## src/rtl/adpll_cfg_sequencer.sv

```systemverilog
// ADPLL parameter-programming initiator: holds a small host-loaded table and
// replays it into the ADPLL as setup / pgm pulse / hold sequences, with an
// optional leading clr phase. All outputs come straight from flops.
module adpll_cfg_sequencer #(
  parameter int NUM_PARAMS = 6,
  parameter int SEL_W      = 3,
  parameter int VAL_W      = 5,
  parameter int SETUP_CYC  = 2,
  parameter int PULSE_CYC  = 2,
  parameter int HOLD_CYC   = 2,
  parameter int CLR_CYC    = 4
) (
  input  logic             clk,
  input  logic             rst_n,
  input  logic             tbl_we,
  input  logic [SEL_W-1:0] tbl_addr,
  input  logic [VAL_W-1:0] tbl_wdata,
  input  logic             start,
  input  logic             do_clr,
  input  logic             abort,
  output logic             busy,
  output logic             done,
  output logic             wr_err,
  output logic             clr,
  output logic             pgm,
  output logic [SEL_W-1:0] param_sel,
  output logic [VAL_W-1:0] pgm_value
);

  localparam logic [2:0] S_IDLE  = 3'd0;
  localparam logic [2:0] S_CLR   = 3'd1;
  localparam logic [2:0] S_SETUP = 3'd2;
  localparam logic [2:0] S_PULSE = 3'd3;
  localparam logic [2:0] S_HOLD  = 3'd4;
  localparam logic [2:0] S_DONE  = 3'd5;

  localparam int MAX_A = (SETUP_CYC > PULSE_CYC) ? SETUP_CYC : PULSE_CYC;
  localparam int MAX_B = (HOLD_CYC > CLR_CYC) ? HOLD_CYC : CLR_CYC;
  localparam int MAX_C = (MAX_A > MAX_B) ? MAX_A : MAX_B;
  localparam int CW    = $clog2(MAX_C + 1);

  localparam logic [CW-1:0]    C_SETUP = CW'(SETUP_CYC - 1);
  localparam logic [CW-1:0]    C_PULSE = CW'(PULSE_CYC - 1);
  localparam logic [CW-1:0]    C_HOLD  = CW'(HOLD_CYC - 1);
  localparam logic [CW-1:0]    C_CLR   = CW'(CLR_CYC - 1);
  localparam logic [SEL_W:0]   NP      = (SEL_W+1)'(NUM_PARAMS);
  localparam logic [SEL_W-1:0] LAST    = SEL_W'(NUM_PARAMS - 1);

  logic [2:0]       state, state_nxt;
  logic [CW-1:0]    cnt, cnt_nxt;
  logic [SEL_W-1:0] idx, idx_nxt;
  logic [NUM_PARAMS-1:0][VAL_W-1:0] tbl;
  logic             wr_ok;
  logic [VAL_W-1:0] rd_val;

  assign wr_ok = tbl_we && (state == S_IDLE) && ({1'b0, tbl_addr} < NP);

  // A write landing on the same edge as start must reach the first SETUP,
  // so forward it around the table.
  assign rd_val = (wr_ok && (tbl_addr == idx_nxt)) ? tbl_wdata : tbl[idx_nxt];

  // Next-state / counter / index; abort overrides every transition.
  always_comb begin
    state_nxt = state;
    cnt_nxt   = cnt;
    idx_nxt   = idx;
    case (state)
      S_IDLE: if (start) begin
        idx_nxt = '0;
        if (do_clr) begin state_nxt = S_CLR;   cnt_nxt = C_CLR;   end
        else        begin state_nxt = S_SETUP; cnt_nxt = C_SETUP; end
      end
      S_CLR: if (cnt == '0) begin
        state_nxt = S_SETUP; cnt_nxt = C_SETUP; idx_nxt = '0;
      end else cnt_nxt = cnt - 1'b1;
      S_SETUP: if (cnt == '0) begin
        state_nxt = S_PULSE; cnt_nxt = C_PULSE;
      end else cnt_nxt = cnt - 1'b1;
      S_PULSE: if (cnt == '0) begin
        state_nxt = S_HOLD; cnt_nxt = C_HOLD;
      end else cnt_nxt = cnt - 1'b1;
      S_HOLD: if (cnt == '0) begin
        if (idx == LAST) begin
          state_nxt = S_DONE; cnt_nxt = '0;
        end else begin
          state_nxt = S_SETUP; cnt_nxt = C_SETUP; idx_nxt = idx + 1'b1;
        end
      end else cnt_nxt = cnt - 1'b1;
      S_DONE: begin state_nxt = S_IDLE; idx_nxt = '0; end
      default: begin state_nxt = S_IDLE; cnt_nxt = '0; idx_nxt = '0; end
    endcase
    if (abort && (state != S_IDLE)) begin
      state_nxt = S_IDLE;
      cnt_nxt   = '0;
      idx_nxt   = '0;
    end
  end

  // Sequencer state registers.
  always_ff @(posedge clk or negedge rst_n) begin
    if (!rst_n) begin
      state <= S_IDLE;
      cnt   <= '0;
      idx   <= '0;
    end else begin
      state <= state_nxt;
      cnt   <= cnt_nxt;
      idx   <= idx_nxt;
    end
  end

  // Parameter table; only written while idle, so a run sees a fixed snapshot.
  always_ff @(posedge clk or negedge rst_n) begin
    if (!rst_n) tbl <= '0;
    else if (wr_ok) tbl[tbl_addr] <= tbl_wdata;
  end

  // Outputs decoded from the next state so they change with the state flop.
  always_ff @(posedge clk or negedge rst_n) begin
    if (!rst_n) begin
      busy      <= 1'b0;
      done      <= 1'b0;
      wr_err    <= 1'b0;
      clr       <= 1'b0;
      pgm       <= 1'b0;
      param_sel <= '0;
      pgm_value <= '0;
    end else begin
      busy   <= (state_nxt != S_IDLE);
      done   <= (state_nxt == S_DONE);
      wr_err <= tbl_we && !wr_ok;
      clr    <= (state_nxt == S_CLR);
      pgm    <= (state_nxt == S_PULSE);
      // Bus only moves on SETUP entry, while pgm is already low.
      if ((state_nxt == S_SETUP) && (state != S_SETUP)) begin
        param_sel <= idx_nxt;
        pgm_value <= rd_val;
      end else if ((state_nxt == S_IDLE) || (state_nxt == S_CLR)) begin
        param_sel <= '0;
        pgm_value <= '0;
      end
    end
  end

endmodule

```

## config.mk

```make
export PLATFORM = sky130hd
export DESIGN_NAME = adpll_cfg_sequencer
export DESIGN_NICKNAME = d
export VERILOG_FILES = /design/src/rtl/adpll_cfg_sequencer.sv
export SDC_FILE = /design/constraint.sdc
export NUM_CORES = 1
export LEC_CHECK = 0
export CAP_MARGIN = 20
export CORE_MARGIN = 3
export CORE_UTILIZATION = 42
export CTS_BUF_LIST = sky130_fd_sc_hd__clkbuf_4
export DETAILED_ROUTE_END_ITERATION = 7
export GPL_TIMING_DRIVEN = 0
export SETUP_SLACK_MARGIN = 0.3
export SYNTH_ARGS = -nofsm -noshare
export SYNTH_HDL_FRONTEND = slang
export SYNTH_SLANG_ARGS = --single-unit
```

## constraint.sdc

```tcl
create_clock -name clk -period 2.8 [get_ports clk]
set_input_delay 0.42 -clock clk [delete_from_list [all_inputs] [get_ports clk]]
set_output_delay 0.42 -clock clk [all_outputs]
set_load 0.02 [all_outputs]
```

# Yosys cells after proc, flatten, opt, wreduce, memory -nomap -nowiden
# Cells that the tools add are included.
[totals]
mem_bits_rw = 0
register_bits = 52
latchBits = 0
wordCells = 86
in_bits = 14
rom_bits = 0
memories = 0
output_inout_bits = 13
[op_classes]
div = 0
n_reduce_logical = 18
add_sub_neg = 2
n_mul = 0
n_eq_ne = 14
magnitude_cmp = 4
shifts = 0
bitwise = 0
muxes = 32
[ops]
columns = ["cell", "n"]
rows = [
  ["3-bit two-way mux", 18],
  ["30-bit bitwise mux", 1],
  ["5-bit two-way mux", 5],
  ["3-bit one-hot mux with 4 select lines", 2],
  ["5-bit binary-select mux with 3-bit select", 1],
  ["5-bit demux with 3-bit select", 1],
  ["3-bit one-hot mux with 5 select lines", 1],
  ["3-bit by 2-bit equality test with 1-bit output (second input constant)", 4],
  ["3-bit equality test (second input constant)", 4],
  ["3-bit zero test", 3],
  ["3-bit by 4-bit < comparator with 1-bit output (second input constant)", 2],
  ["1-bit logical AND", 7],
  ["3-bit by 1-bit equality test with 1-bit output (second input constant)", 2],
  ["3-bit by 2-bit inequality test with 1-bit output (second input constant)", 2],
  ["3-bit nonzero test", 2],
  ["2-bit two-way mux", 2],
  ["3-bit by 1-bit adder with 3-bit output (second input constant)", 1],
  ["3-bit equality test", 1],
  ["3-bit by 1-bit >= comparator with 1-bit output (second input constant)", 1],
  ["3-bit < comparator (second input constant)", 1],
  ["3-bit OR reduction", 1],
  ["3-bit by 1-bit subtractor with 3-bit output (second input constant)", 1],
  ["2-bit inequality test (second input constant)", 1],
  ["2-bit AND reduction", 1],
  ["other kinds (5)", 5],
]

# Logic depth before layout (Yosys ltp)
[depth]
ltp_word = 9
ltp_mapped = 11
ltp_nobuf = 10

# Least setup slack after synthesis
# OpenSTA, ideal clock, no wires.
[synth_path]
path_type = "register to register"
start = "register idx[0]"
end = "register pgm_value[4]"
setup_time_ns = 0.126
slack_ns = -0.049
stages_incl_launch_ff = 11
t_arrival_ns = 2.723
path_buffers = 1
required_ns = 2.674
period_less_slack_ns = 2.849
path_cell_list = "dfrtp_1 ha_1 a2111o_1 xnor2_1 a22o_2 a21oi_4 buf_6 mux2i_1 nor2_1 a221o_1 a221o_1"
[synth_via]
elab_chain_cells = 9
elab_cells_between_ends = 24
cone_classes = "add/sub (1); eq/ne (4); mux (14); reduce/logical (5)"
[synth_lines]
columns = ["element", "line", "source"]
rows = [
  ["from (decl)", "51", "logic [SEL_W-1:0] idx, idx_nxt;"],
  ["from (signal assigned)", "108", "idx <= idx_nxt;"],
  ["3-bit by 1-bit adder with 3-bit output or 3-bit equality test (tied branches)", "86, 83", ""],
  ["3-bit two-way mux", "83", "if (idx == LAST) begin"],
  ["3-bit two-way mux", "82", "S_HOLD: if (cnt == '0) begin"],
  ["3-bit one-hot mux with 4 select lines", "67", "case (state)"],
  ["3-bit two-way mux", "92", "if (abort && (state != S_IDLE)) begin"],
  ["5-bit binary-select mux with 3-bit select or 3-bit equality test (tied branches)", "60", "assign rd_val = (wr_ok && (tbl_addr == idx_nxt)) ? tbl_wdata : tbl[idx_nxt];"],
  ["5-bit two-way mux (not written as such) or 1-bit logical AND (tied branches)", "60", ""],
  ["5-bit two-way mux", "60", ""],
  ["5-bit two-way mux", "135", "if ((state_nxt == S_SETUP) && (state != S_SETUP)) begin"],
  ["to (signal assigned)", "137", "pgm_value <= rd_val;"],
  ["to (decl)", "27", "output logic [VAL_W-1:0] pgm_value"],
]
# Parallel ways exist; a longest one is shown, timed or not. The select of a mux whose other input is x is not followed.
# A chain may end at the register's enable or synchronous reset.

# Final worst setup path
[layout_path]
start = "register idx[0]"
end = "register pgm_value[3]"
# Same word-level chain as after synthesis.

==> flow_summary.json <==
{
  "clkLatencyLatePin_ns": 0.36,
  "grt_use_total": 0.177,
  "worst_path_most_repeated_cell": "a221o_1",
  "met1Wirelength_mm": 2.94,
  "critPathLaunchType": "register",
  "dr.first_iter.drc_count": 66,
  "synth_seq_cells": 52,
  "violations": "setup timing",
  "yosysSeqAreaShare": 0.470,
  "min_period_over_period": 1.03,
  "h-tree-depth": 2,
  "vdd_drop_max_mv": 0.469,
  "syn_area_per_cell_um2": 11.1,
  "synthXorXnorAreaFrac": 0.00633,
  "port_buffers": 24,
  "cts_tree": "built",
  "clock-skew-final_ns": 0.0188,
  "pwr_density_cell_nw_per_um2": 885,
  "hold_viol_final": 0,
  "cts_root_buf": "clkbuf_4",
  "met3WireLength_um": 184,
  "grt_pass1_vias": 2001,
  "min_path_type": "input port to async pin",
  "top_layer_used": "met4",
  "tightest_slew_ns": 0.649,
  "ys.flop_type": "dfrtp_1",
  "p_leak_uw": 0.00147,
  "viasPerCell": 5.57,
  "grt_pass1_wl_mm": 10.3,
  "final_antenna_net_count": 0,
  "async_reset_ff_frac": 1.00,
  "cp_slowest_cell": "dfrtp_2",
  "fmax_mhz": 347,
  "arrival_ns": 3.15,
  "hpwl_mm": 4.56,
  "drc": 0,
  "rows": 28,
  "drive_gt1_frac": 0.292,
  "slew_headroom": 0.568,
  "design_area_um2": 3390,
  "synth-edff-count": 0,
  "synth_simple_gate_area_frac": 0.160,
  "antenna_found_initial": 0,
  "yosys_warnings": 0,
  "numCtsBuffers": 5,
  "maxSlewViolCount": 0,
  "synth-compound-area-share": 0.156,
  "slowest_delay_ns": 0.46,
  "grt_overflow": 0,
  "cts.sinks": 52,
  "cp_data_required_time_ns": 3.07,
  "fin_cells": 366,
  "muxShareOfSynthArea": 0.166,
  "end_kind": "register",
  "synth_fa_ha_area_frac": 0.00904,
  "drt-total-wl_mm": 6.27,
  "drt_first_pass_iters": 4,
  "max_cap_viol_count": 0,
  "cp_cell_sequence": "ha_4, a2111o_1, xnor2_1, a22o_2, a21oi_4, buf_12, buf_6, mux2i_2, a21oi_2, a221o_1, a221o_1",
  "synthesis.area_um2": 2770,
  "rsz0062_at_grt": "yes",
  "status": "finished with violations",
  "n_antenna_cell": 0,
  "wl_per_cell_um": 17.1,
  "ys_types": 54,
  "fin_ws_ns": -0.0811,
  "vias": 2037,
  "nNetsFinal": 306,
  "min_period_ns": 2.88,
  "fp.dieArea_um2": 7600,
  "path_class": "register to register",
  "cp_max_fo": 5,
  "synth_nets": 265,
  "synthCells": 249,
  "ios": 27,
  "clockBufferDepth": 2,
  "setup_viol": 3,
  "dr_wl_met2_mm": 3.09,
  "die_x_um": 87.2,
  "whs_ns": 0.0598,
  "clk_pin_slew_worst_paths_ns": 0.16,
  "synth_top_family_by_area": "multiplexers",
  "grt_max_degree": 29,
  "die_h_um": 87.2,
  "dp_cells": 349,
  "placed_cell_area_um2": 3120,
  "core_area_um2": 6170,
  "nFillCells": 561,
  "area_growth_pct": 22.3,
  "start_util": 0.449,
  "gp_congestion": 0.868
}
## final timing paths
kind / cells after the start / slack (ns) / startpoint / to
max: 11 / -0.08 / idx[0] / pgm_value[3]
min reg2reg: 1 / 0.52 / tbl[29] / tbl[29]
max in group asynchronous: 2 / 2.19 / rst_n / wr_err
max reg2reg: 11 / -0.08 / idx[0] / pgm_value[3]
min in group clk: 3 / 0.44 / tbl_addr[2] / wr_err
min: 1 / 0.06 / rst_n / tbl[9]
## stage by stage
| step | utilization | setup TNS (ns) | setup slack (ns) | power [uW] |
|---|---|---|---|---|
| floorplan | - | -0.0177 | -0.0177 | 2110 |
| detailed placement | 0.506 | -1.93 | -0.366 | 2460 |
| finish | 0.549 | -0.165 | -0.0811 | 3000 |
| global route | 0.549 | -0.744 | -0.186 | 3230 |
| global placement | 0.504 | -19.14 | -0.395 | 2430 |
| CTS | 0.543 | -0.109 | -0.0389 | 2980 |
## routing by layer
layer  track usage  vias up
li1              -     1001
met1         0.235      995
met2         0.302       37
met3        0.0293        4
met4        0.0418        0
met5             0        -
## sequential cells by signal, summed over array words and instances (netlist names)
name and cells:
param_sel 3, idx 3, state 3, clr 1
done 1, cnt 3, tbl 30, pgm 1
busy 1, wr_err 1, pgm_value 5
## repair_timing
action | CTS | global route
hold buffers | 0 | 0
resized for setup | 17 | 8
pin swaps | 5 | 2
endpoints found under the setup margin | 26 | 27
buffers inserted | 8 | 1
## synth_stat cells, types with 2 or more instances
library cell,instances,share of area
o21ai_0,2,0.0036
and3_1,4,0.0090
a31oi_1,2,0.0045
nor3_1,4,0.0072
inv_1,6,0.0081
buf_6,2,0.0081
clkbuf_1,3,0.0041
o21a_1,4,0.011
a21oi_1,18,0.033
dfrtp_1,52,0.47
nor4_1,4,0.0090
o22ai_1,2,0.0045
nor2_1,23,0.031
mux2i_1,11,0.040
and2_1,4,0.0090
mux2_2,31,0.13
buf_2,3,0.0054
nor3b_1,2,0.0054
a22o_1,3,0.0095
nand2b_1,4,0.0090
nand2_1,14,0.019
nor4_2,3,0.014
ha_1,2,0.0090
nand3_1,4,0.0072
a21oi_4,2,0.012
a221o_1,9,0.033
nor2b_1,4,0.0090
## logic make-up after synthesis
| family | count (synthesis) |
|---|---|
| compound gates | 55 |
| xor+xnor | 2 |
| fa+ha+maj | 2 |
| buf+inv | 16 |
| flops | 52 |
| mux | 42 |
| simple gates | 80 |
## cell usage in the layout, fill, tap and decap left out, types with 2 or more instances in the layout
master	netlist	final
a21oi_1	18	17
a21oi_4	2	2
a221o_1	9	9
a22o_1	3	3
a31oi_1	2	2
and2_1	4	4
and3_1	4	2
and3_4	0	2
buf_12	0	3
buf_2	3	5
buf_4	0	6
buf_6	2	2
clkbuf_1	3	3
clkbuf_4	0	6
clkdlybuf4s50_1	0	23
dfrtp_1	52	51
inv_1	6	5
mux2_2	31	31
mux2i_1	11	10
nand2_1	14	13
nand2b_1	4	4
nand3_1	4	4
nor2_1	23	21
nor2_2	1	2
nor2_4	1	2
nor2b_1	4	4
nor3_1	4	2
nor3_4	0	3
nor3b_1	2	2
nor4_1	4	3
nor4_2	3	3
o21a_1	4	4
o21ai_0	2	2
o22ai_1	2	2
## cell type report
| type | count | area (um^2) | area share |
|---|---|---|---|
| flip-flops and latches | 52 | 1300 | 0.385 |
| repair buffers | 34 | 337 | 0.0994 |
| multi-input cells | 181 | 1470 | 0.434 |
| plain buffers | 10 | 77.6 | 0.0229 |
| clock inverters | 2 | 38.8 | 0.0115 |
| well taps | 75 | 93.8 | 0.0277 |
| inverters | 6 | 22.5 | 0.00665 |
| clock buffers | 6 | 45.0 | 0.0133 |
## critical path: cells and delay by family, from the launching register on
kind / cells / cell delay [ns]
AOI/OAI and AO/OA: 6 / 1.58
DFF: 1 / 0.46
buffers and inverters: 2 / 0.23
muxes: 1 / 0.22
adders and majority gates: 1 / 0.16
xor gates and xnor gates: 1 / 0.15
## where the power goes
part / switching, uW / leakage (uW) / internal, uW / total [uW]
logic: 690 / 0.000767 / 665 / 1360
clock network: 239 / 0.0000463 / 202 / 441
registers: 166 / 0.000659 / 1030 / 1200
Note: power is estimated with default switching activity, not from simulation.
==> edit 1, RTL diff (same settings) <==
`NUM_PARAMS`: 6 -> 3.
--- a/src/rtl/adpll_cfg_sequencer.sv
+++ b/src/rtl/adpll_cfg_sequencer.sv
@@ -4,3 +4,3 @@
 module adpll_cfg_sequencer #(
-  parameter int NUM_PARAMS = 6,
+  parameter int NUM_PARAMS = 3,
   parameter int SEL_W      = 3,
Behaviour: not the same (a bounded check fails within 4 cycles, from zero or initial values and one cycle with rst_n low).
==> edit 1 against the unedited design <==
- synthesized area is 25% lower
- routed wire length is 17% lower
- setup slack better by 0.35 ns
- final area is 21% lower
- die area is 24% lower
- power is 18% lower
- sequential cell count is 15 lower
- critical path type is now in2reg
- global-route usage is 1.3 points higher
==> edit 1: results (changes against the unedited design) <==
----------------------------------------------------
[Power]
  Clk pwr ... 0.375 mW (-15%)
  Switching Fraction ... 37.7% (+1.2 points)
  Power Combinational ... 1.26 mW (-7%)
  Peak supply drop ... 0.393 mV (-16%)
  Net switching component of the power ... 0.929 mW (-15%)
  Leakage power figure ... 1.21 nW (-18%)

[Worst setup path]
  Stage delay of the slowest cell on the critical path ... 0.60 ns (+0.14 ns)
  Terminus of the critical flop-to-flop path ... pgm_value[3]
  Arrival time of data at the critical path endpoint ... 2.76 ns (-0.39 ns)
  Worst reg2reg path depth ... 9 (-2)
  CP max FO ... 7 (+2)
  Setup slack, reg-to-reg ... 0.28 ns (+0.36 ns)
  FF-to-FF Start ... cnt[1]
  CP max stage cell ... clkdlybuf4s50_1
  Top delay family on crit path ... buffers and inverters

[Place]
  Final Wtd Congestion ... 0.957 (+10%)
  Total cell area at the placement stage ... 2400 um2 (-23%)
  Pre-CTS setup slack ... -0.152 ns (+0.214 ns)
  HPWL reported at the end of detailed placement ... 3.57 mm (-22%)
  Port Buffers ... 25 (+4.2%)
  Placed cell count ... 296 (-15%)

[Logic synthesis]
  Post-synthesis compound-gate area fraction ... 15.2% (-0.41 points)
  Count of yosys warnings during synthesis ... 0 (unchanged)
  Cell count after synthesis ... 206 (-17%)
  Ranking of synthesized cells by area ... dfrtp_1 45%, mux2_2 8.2%, mux2i_1 5.3%
  Sequential share of the synthesized area ... 44.7% (-2.3 points)
  Parity-gate share of the synthesized area counting xor and xnor cells ... 0% (-0.63 points)
  Distinct cell type count of the synthesized netlist ... 49 (-9.3%)
  Mapped Nets ... 222 (-16%)

[Route]
  Wirelength per Cell ... 16.3 um (-5.1%)
  Detail-routed via count per cell ... 5.63 (+1.2%)
  DRC violation total after the first TritonRoute iteration ... 65 (-1.5%)

[Global route]
  Wire length of the first global-routing pass ... 8.93 mm (-14%)
  Maximum number of pins on one net before global-route repair ... 38 (+31%)
  Overall track demand over capacity in global routing ... 19.0% (+1.3 points)
  Via count of the first global-routing pass ... 1,814 (-9.3%)
  Initial antenna violation count ... 0 (unchanged)

[Timing]
  Worst-case clock skew ... 0.0166 ns (-0.00222 ns)
  Worst slew margin relative to its limit ... 45.5% (-11 points)
  Worst-case hold slack ... 0.149 ns (+0.0894 ns)

[Final layout]
  Final layout net count ... 270 (-12%)
  Number of cells in the finished layout apart from fillers ... 320 (-13%)
  Top Registers ... tbl x15, pgm_value x5
  Layout cell share with drive strength beyond 1 ... 29.4% (+0.20 points)

[Clock tree]
  CTS clk-pin slew, worst paths ... 0.12 ns (-0.04 ns)

[Run status]
  Run status ... completed

----------------------------------------------------
edit 1: changes by cell type in the layout (fill, tap and decap cells not counted), moves of 4 or more:
cell / before / now
nor3_1: 2 / 6
dfrtp_1: 51 / 33
nor2_1: 21 / 9
a221o_1: 9 / 0
nand2_1: 13 / 22
inv_1: 5 / 14
mux2_2: 31 / 15
buf_4: 6 / 17
nand4_1: 1 / 6
o21ai_0: 2 / 8
a21oi_1: 17 / 7
edit 1: routing by layer:
| metal | vias up | track usage (%) | part of all wire (%) |
|---|---|---|---|
| li1 | 849 | - | - |
| met1 | 871 | 23.1 | 41 |
| met2 | 69 | 32.4 | 51 |
| met3 | 13 | 4.02 | 5.2 |
| met4 | 0 | 8.33 | 2.4 |
| met5 | - | 0 | 0 |
edit 1: cell type report:
type                            count  area, um2
Fill cell                         407       1880
Multi-Input combinational cell    143       1080
Sequential cell                    37        931
Timing Repair Buffer               41        369
Buffer                             11       83.8
Tap cell                           65       81.3
Inverter                           15       56.3
Clock buffer                        6       45.0
Clock inverter                      2       33.8
edit 1: worst max-delay path by stage:
stage / from / end / slack, ns / cells past startpoint
after floorplan: cnt[0] / pgm_value[3] / 0.53 / 9
after global placement: abort / pgm_value[3] / -0.11 / 8
after detailed placement: abort / pgm_value[2] / -0.15 / 8
after CTS: cnt[0] / pgm_value[3] / 0.31 / 9
after global routing: cnt[1] / pgm_value[3] / 0.19 / 9
final: abort / pgm_value[3] / 0.27 / 9
edit 1: what timing repair did:
item | in CTS | in global routing
gates resized for setup | 14 | 17
hold buffers | 0 | 0
endpoints found under the setup margin | 6 | 13
pin swaps | 6 | 10
setup buffers | 11 | 5
==> edit 2, RTL diff (config.mk and constraints unchanged) <==
Without the edit above. Remove the register `wr_err`: a continuous assignment takes its place, so the output `wr_err` follows one clock earlier.
--- a/src/rtl/adpll_cfg_sequencer.sv
+++ b/src/rtl/adpll_cfg_sequencer.sv
@@ -122,3 +122,2 @@
       done      <= 1'b0;
-      wr_err    <= 1'b0;
       clr       <= 1'b0;
@@ -130,3 +129,2 @@
       done   <= (state_nxt == S_DONE);
-      wr_err <= tbl_we && !wr_ok;
       clr    <= (state_nxt == S_CLR);
@@ -144,2 +142,4 @@
 
+  assign wr_err = tbl_we && !wr_ok;
+
 endmodule
Check against the original RTL: not equivalent (Yosys sat finds a counterexample within 4 cycles, from zero or initial values and one cycle with rst_n low).
==> edit 2 against the unedited design <==
- sequential share of layout area fell by 0.64 points
- fmax is 0.11% higher
- final area decreased by 0.26%
- clock skew is 0.0046 ns higher
- the flow still finishes with violations (setup timing)
- routed wire length rose by 2.8%
- synthesized area fell by 0.90%
- cell count grew 0.55%
- combinational power increased by 4%
- setup slack improved by 0.0031 ns
- sequential cell count shrank 1
- power fell by 0.94%
==> edit 2: results (changes against the unedited design) <==
----------------------------------------------------
[Clock tree]
  Later-pin clock latency in the skew report ... 0.39 ns (+0.03 ns)

[Place]
  Final Wtd Congestion ... 0.770 (-11%)
  HPWL reported at the end of detailed placement ... 4.51 mm (-0.93%)
  Pre-CTS setup slack ... -0.418 ns (-0.0523 ns)
  Placed cell count ... 348 (-0.29%)
  Total cell area at the placement stage ... 3100 um2 (-0.80%)

[Logic synthesis]
  Post-synthesis share of cell area spent on full adders, half adders and majority gates ... 0.912% (+0.0082 points)
  Ranking of synthesized cells by area ... dfrtp_1 47%, mux2_2 13%, mux2i_1 4.0%
  Mapped Nets ... 264 (-0.38%)
  Sequential share of the synthesized area ... 46.5% (-0.48 points)

[Timing]
  Total negative setup slack ... -0.193 ns (-0.0283 ns)
  Final Setup Violations ... 4 (+1)
  Post-layout worst setup margin ... -0.0780 ns (+0.00308 ns)

[Run status]
  Violations in the final reports ... setup timing
  Run status ... complete, but fails checks

[Final layout]
  Final layout net count ... 308 (+0.65%)
  Number of cells in the finished layout apart from fillers ... 368 (+0.55%)

[Power]
  Peak supply drop ... 0.528 mV (+13%)
  Leakage power figure ... 1.45 nW (-1.3%)

[Route]
  Wirelength per Cell ... 17.5 um (+2.2%)
  WL met2 ... 3.13 mm (+1.3%)
  Detail-routed via count per cell ... 5.73 (+2.9%)
  Met3 wire length ... 246 um (+34%)
  Wl on met1 ... 2.93 mm (about the same)

[Global route]
  Maximum number of pins on one net before global-route repair ... 37 (+28%)
  Overall track demand over capacity in global routing ... 18.3% (+0.64 points)

----------------------------------------------------
==> edit 2: final cells by class <==
cell class | instances | share of cell area [%]
Sequential cell | 51 | 37.8
Tap cell | 75 | 2.78
Multi-Input combinational cell | 181 | 43.4
Buffer | 10 | 2.19
Clock buffer | 5 | 1.11
Timing Repair Buffer | 37 | 11.2
Inverter | 6 | 0.667
Clock inverter | 3 | 0.815
==> edit 2: power breakdown <==
group / internal [mW] / total (mW) / switching [mW]
registers: 1.01 / 1.20 / 0.182
clock network: 0.106 / 0.363 / 0.257
logic: 0.696 / 1.41 / 0.712
==> edit 2: worst paths after layout <==
| path | slack (ns) | from | endpoint |
|---|---|---|---|
| worst max-delay path | -0.08 | idx[0] | pgm_value[4] |
| worst min-delay path | 0.47 | rst_n | cnt[1] |
| worst max register to register | -0.08 | idx[0] | pgm_value[4] |
| worst min register to register | 0.51 | param_sel[1] | param_sel[1] |
| max in group asynchronous | 1.80 | rst_n | tbl[25] |
| min in group clk | 0.51 | param_sel[1] | param_sel[1] |
